File: src/rtl/mem_port_arbiter.sv
// Shares one single-port memory between the fetch port (I) and the load/store port (D).
// Define ARB_ROUND_ROBIN_EN to break simultaneous requests round-robin instead of D-first.
module mem_port_arbiter #(
    parameter int ADDR_WIDTH     = 32,
    parameter int DATA_WIDTH     = 32,
    parameter int TIMEOUT_CYCLES = 16
) (
    input  logic                    clk,
    input  logic                    reset_n,

    input  logic                    i_req,
    input  logic [ADDR_WIDTH-1:0]   i_addr,
    output logic                    i_done,
    output logic                    i_err,
    output logic [DATA_WIDTH-1:0]   i_rdata,

    input  logic                    d_req,
    input  logic                    d_we,
    input  logic [ADDR_WIDTH-1:0]   d_addr,
    input  logic [DATA_WIDTH-1:0]   d_wdata,
    input  logic [DATA_WIDTH/8-1:0] d_wstrb,
    output logic                    d_done,
    output logic                    d_err,
    output logic [DATA_WIDTH-1:0]   d_rdata,

    output logic                    mem_req,
    output logic                    mem_we,
    output logic [ADDR_WIDTH-1:0]   mem_addr,
    output logic [DATA_WIDTH-1:0]   mem_wdata,
    output logic [DATA_WIDTH/8-1:0] mem_wstrb,
    input  logic                    mem_ready,
    input  logic [DATA_WIDTH-1:0]   mem_rdata
);

    localparam int STRB_WIDTH = DATA_WIDTH / 8;
    localparam int WD_WIDTH   = (TIMEOUT_CYCLES > 1) ? $clog2(TIMEOUT_CYCLES) : 1;
    localparam logic [WD_WIDTH-1:0] WD_LAST = WD_WIDTH'(TIMEOUT_CYCLES - 1);

    typedef enum logic [1:0] {ST_IDLE, ST_ACCESS, ST_DONE} state_t;
    typedef enum logic [1:0] {OWN_NONE, OWN_I, OWN_D} owner_t;

    state_t              state;
    owner_t              owner;
    logic [WD_WIDTH-1:0] watchdog;
    logic                grant_any;
    logic                grant_d;

`ifdef ARB_ROUND_ROBIN_EN
    logic                rr_last_d;   // 1 = the most recent grant went to port D
`endif

    // NOTE: always_comb assigns every output first so no latch can be inferred.
    always_comb begin
        grant_any = i_req | d_req;
`ifdef ARB_ROUND_ROBIN_EN
        grant_d   = d_req & (~i_req | ~rr_last_d);
`else
        grant_d   = d_req;
`endif
    end

    // NOTE: all state is updated with non-blocking assignments so every register
    // sees the pre-edge value of every other register.
    always_ff @(posedge clk) begin
        if (!reset_n) begin
            state     <= ST_IDLE;
            owner     <= OWN_NONE;
            watchdog  <= '0;
`ifdef ARB_ROUND_ROBIN_EN
            rr_last_d <= 1'b1;
`endif
            i_done    <= 1'b0;
            i_err     <= 1'b0;
            i_rdata   <= '0;
            d_done    <= 1'b0;
            d_err     <= 1'b0;
            d_rdata   <= '0;
            mem_req   <= 1'b0;
            mem_we    <= 1'b0;
            mem_addr  <= '0;
            mem_wdata <= '0;
            mem_wstrb <= '0;
        end else begin
            case (state)
                ST_IDLE: begin
                    if (grant_any) begin
                        owner     <= grant_d ? OWN_D : OWN_I;
                        mem_req   <= 1'b1;
                        mem_we    <= grant_d & d_we;
                        mem_addr  <= grant_d ? d_addr  : i_addr;
                        mem_wdata <= grant_d ? d_wdata : '0;
                        mem_wstrb <= grant_d ? d_wstrb : STRB_WIDTH'(0);
                        watchdog  <= '0;
`ifdef ARB_ROUND_ROBIN_EN
                        rr_last_d <= grant_d;
`endif
                        state     <= ST_ACCESS;
                    end
                end

                ST_ACCESS: begin
                    if (mem_ready) begin
                        mem_req <= 1'b0;
                        // Stores return zero data; loads and fetches return memory data.
                        if (owner == OWN_D) begin
                            d_done  <= 1'b1;
                            d_err   <= 1'b0;
                            d_rdata <= mem_we ? '0 : mem_rdata;
                        end else begin
                            i_done  <= 1'b1;
                            i_err   <= 1'b0;
                            i_rdata <= mem_rdata;
                        end
                        state <= ST_DONE;
                    end else if (watchdog == WD_LAST) begin
                        mem_req <= 1'b0;
                        if (owner == OWN_D) begin
                            d_done  <= 1'b1;
                            d_err   <= 1'b1;
                            d_rdata <= '0;
                        end else begin
                            i_done  <= 1'b1;
                            i_err   <= 1'b1;
                            i_rdata <= '0;
                        end
                        state <= ST_DONE;
                    end else begin
                        watchdog <= watchdog + WD_WIDTH'(1);
                    end
                end

                ST_DONE: begin
                    // Requests are deliberately not sampled here: the finishing
                    // requester still holds req for this cycle.
                    i_done <= 1'b0;
                    i_err  <= 1'b0;
                    d_done <= 1'b0;
                    d_err  <= 1'b0;
                    owner  <= OWN_NONE;
                    state  <= ST_IDLE;
                end

                default: begin
                    state <= ST_IDLE;
                    owner <= OWN_NONE;
                end
            endcase
        end
    end

endmodule

File: config.mk
export PLATFORM = sky130hd
export DESIGN_NAME = mem_port_arbiter
export DESIGN_NICKNAME = d
export VERILOG_FILES = /design/src/rtl/mem_port_arbiter.sv
export SDC_FILE = /design/constraint.sdc
export NUM_CORES = 1
export LEC_CHECK = 0
export BUFFER_PORTS_ARGS = -buffer_cell sky130_fd_sc_hd__buf_2
export CAP_MARGIN = 20
export CORE_ASPECT_RATIO = 1.5
export CORE_UTILIZATION = 50
export CTS_CLUSTER_SIZE = 24
export DETAILED_ROUTE_END_ITERATION = 8
export PLACE_DENSITY = 0.95
export SLEW_MARGIN = 20
export SYNTH_ARGS = -nofsm -noshare
export SYNTH_HDL_FRONTEND = slang
export SYNTH_SLANG_ARGS = --single-unit
File: constraint.sdc
create_clock -name clk -period 3.6 [get_ports clk]
set_clock_uncertainty 0.2 [all_clocks]
set_input_delay 0.36 -clock clk [delete_from_list [all_inputs] [get_ports clk]]
set_output_delay 0.36 -clock clk [all_outputs]
set_load 0.005 [all_outputs]
==> impl_results.md <==
- Cell with the most instances after synthesis: dfxtp_1
- CP Launch Type: register
- Fin Hold WS: 0.00711 ns
- Critical Path Fanout Max: 33
- Largest net degree at the start of global routing: 77
- Average cell area after synthesis: 8.97 sq um
- Cts bufs inserted: 17
- Ports: 276
- Netlist cell types: 43
- Global router's overall resource usage: 0.291
- Final Max Tran Viols: 0
- Core Region: 11100 sq um
- Minimum clock period: 2.44 ns
- Area Overhead vs Synth: 40.4%
- Worst-Margin Slew: 0.738 ns
- Fmax: between 400 and 500 MHz
- WS Path Type: register to register
- WP data arrival: 2.56 ns
- Slew HR: 0.508
- Wirelength, routed: 17600 um
- Ys flop type: dfxtp_1
- Post-synth EDFFs: 0
- Worst hold path class: primary input to register
- Status: finished clean
- Post-DRT Antenna Nets: 0
- Total number of H-tree levels: 4
- Pre-Repair DR Iteration Count: 9
- TritonCTS clock tree: yes
- Hpwl dp: 11600 um
- Initial Util: 0.516
- RSZ-0062 raised after global routing: false
- CTS max path bufs: 2
- Initial antenna violation count: 1
- Number of global-route vias before repair: 5685
- Yosys warns: 0
- #FFs+latches synth: 146
- Nets: 1055
- Most frequent cells after synthesis: dfxtp_1 (146), nor2_1 (75), a21oi_1 (70), nand2_1 (68), a22oi_1 (39)
- Pleak: 3.72 nW
- Largest family of logic cells by synthesized area: compound AO/OA/AOI/OAI gates
- Via count: approximately 6000
- Filler instances: 775
- First-pass GRT wire length: around 27000 um
- DRC: 0
- Worst Path Required: 3.71 ns
- Area of the multi-input gates: around 2500 sq um
- Power per cell area: 558 nW/um^2
- CTS sink cnt: 146
- Setup TNS: 0 ns
- Worst-path clk slew: around 0.060 ns
- Synth Area in Adders: 0.0131
- Worst-Skew Late Latency: roughly 0.40 ns
- PortBufs: approximately 280
- # rows: 47
- Via density: 5.60
- Peak supply drop: 0.481 mV
- Xor/xnor share of the synthesized area: 0
- Max-Cap Viols: 0
- Chip Width: between 80 and 90 um
- Leading area contributor after synthesis: dfxtp_1
- Gr ovfl total: 0
- Compound-Gate Fraction of Synth Area: 0.184
- Register area: ~2900 sq um
- CP Capture Type: register
- Largest cells by area after synthesis: dfxtp_1 (51%), a21oi_1 (6.1%), mux2i_1 (5.9%)
- Syn Nets: 783
- Gate Count Post-Synth: ~640
- Finished Core Util: 0.724
- Final hold vios: 0
- Final period util: 0.679
- DIE AREA: 11900 sq um
- Die Y: 133 um
- Top-area cell type share of the netlist area: 0.510
- Multiplexer area fraction after synthesis: 0.0594
- Post-synthesis cell area: 5730 sq um
- Seq/Total Area, Yosys: 0.510
- Root Buffer: clkbuf_16
- DR iter-0 viols: 331
- Simple logic cell fraction of the synthesized area: 0.178
- Routability Congestion: 0.838
- Synth async-reset ratio: 0
- Share of cells above drive strength 1: 0.359
- Drt wl/cell: 16.4 um
- Setup-failing EPs final: 0
## cells by family after synthesis
family,Yosys count
and+or+nand+nor,226
AOI/OAI and AO/OA,160
DFF,146
buffers and inverters,67
muxes,34
adders and majority gates,6
## layer usage
layer | global-route usage | part of all wire
met1 | 0.291 | 0.35
met2 | 0.530 | 0.53
met3 | 0.0787 | 0.072
met4 | 0.152 | 0.048
met5 | 0 | 0
## critical path, cell delays in order (launching register included)
cell	delay, ns
dfxtp_1	0.32
inv_1	0.12
ha_2	0.40
buf_4	0.41
or2b_1	0.30
a22oi_4	0.21
nand2_2	0.10
o32ai_1	0.27
## worst paths after layout
kind | cells after the start | endpoint | slack [ns] | from
min | 3 | mem_wdata[3] | 0.007 | d_wdata[3]
max | 7 | watchdog[3] | 1.16 | state[1]
max reg2reg | 7 | watchdog[3] | 1.16 | state[1]
min reg2reg | 2 | i_rdata[10] | 0.25 | i_rdata[10]
## through the flow
stage | total power [W] | setup slack (ns) | cell area [sq um] | cells
finish | 0.00450 | 1.16 | 8050 | 1072
global placement | 0.00250 | 1.26 | 7130 | 1014
floorplan | 0.00224 | 1.77 | 5730 | 639
detailed placement | 0.00253 | 1.19 | 7130 | 1014
CTS | 0.00450 | 1.16 | 8030 | 1070
global route | 0.00467 | 1.00 | 8050 | 1071
## cell type report
cell class / instances / share of cell area
Timing Repair Buffer: 313 / 0.216
Clock buffer: 19 / 0.0550
Inverter: 7 / 0.00357
Sequential cell: 146 / 0.363
Multi-Input combinational cell: 426 / 0.311
Tap cell: 147 / 0.0228
Antenna cell: 1 / 0.000311
Clock inverter: 13 / 0.0277
## state kept, by name, summed over array words and instances (netlist names)
register and cells:
d_done 1, d_err 1, d_rdata 32, i_done 1
i_err 1, i_rdata 32, mem_addr 32, mem_req 1
mem_wdata 32, mem_we 1, mem_wstrb 4, owner 2
state 2, watchdog 4
## cell usage in the layout, fill, tap and decap left out, types with 5 or more instances in the layout
cell type,n
ha_1,5
inv_1,5
nor2_1,75
dlygate4sd3_1,24
buf_4,12
clkinv_4,5
a21oi_1,70
a22oi_1,39
a211oi_1,33
nand3_1,35
clkbuf_16,17
bufinv_16,5
dfxtp_1,146
buf_2,275
nand4_1,32
nand2_1,68
mux2i_1,34
## timing repair
action / in CTS / in global routing
resized for setup: 0 / 0
buffers inserted: 0 / 0
endpoints found under the hold margin: 24 / 0
hold buffers: 24 / 0
## power by group
| group | total, W | leakage (nW) | switching, W | internal, W |
|---|---|---|---|---|
| Sequential | 0.00180 | 1.19 | 0.0000632 | 0.00174 |
| Combinational | 0.000735 | 2.20 | 0.000424 | 0.000311 |
| Clock | 0.00196 | 0.324 | 0.000694 | 0.00126 |
| Total | 0.00450 | 3.72 | 0.00118 | 0.00331 |
(Power assumes the default switching activity.)
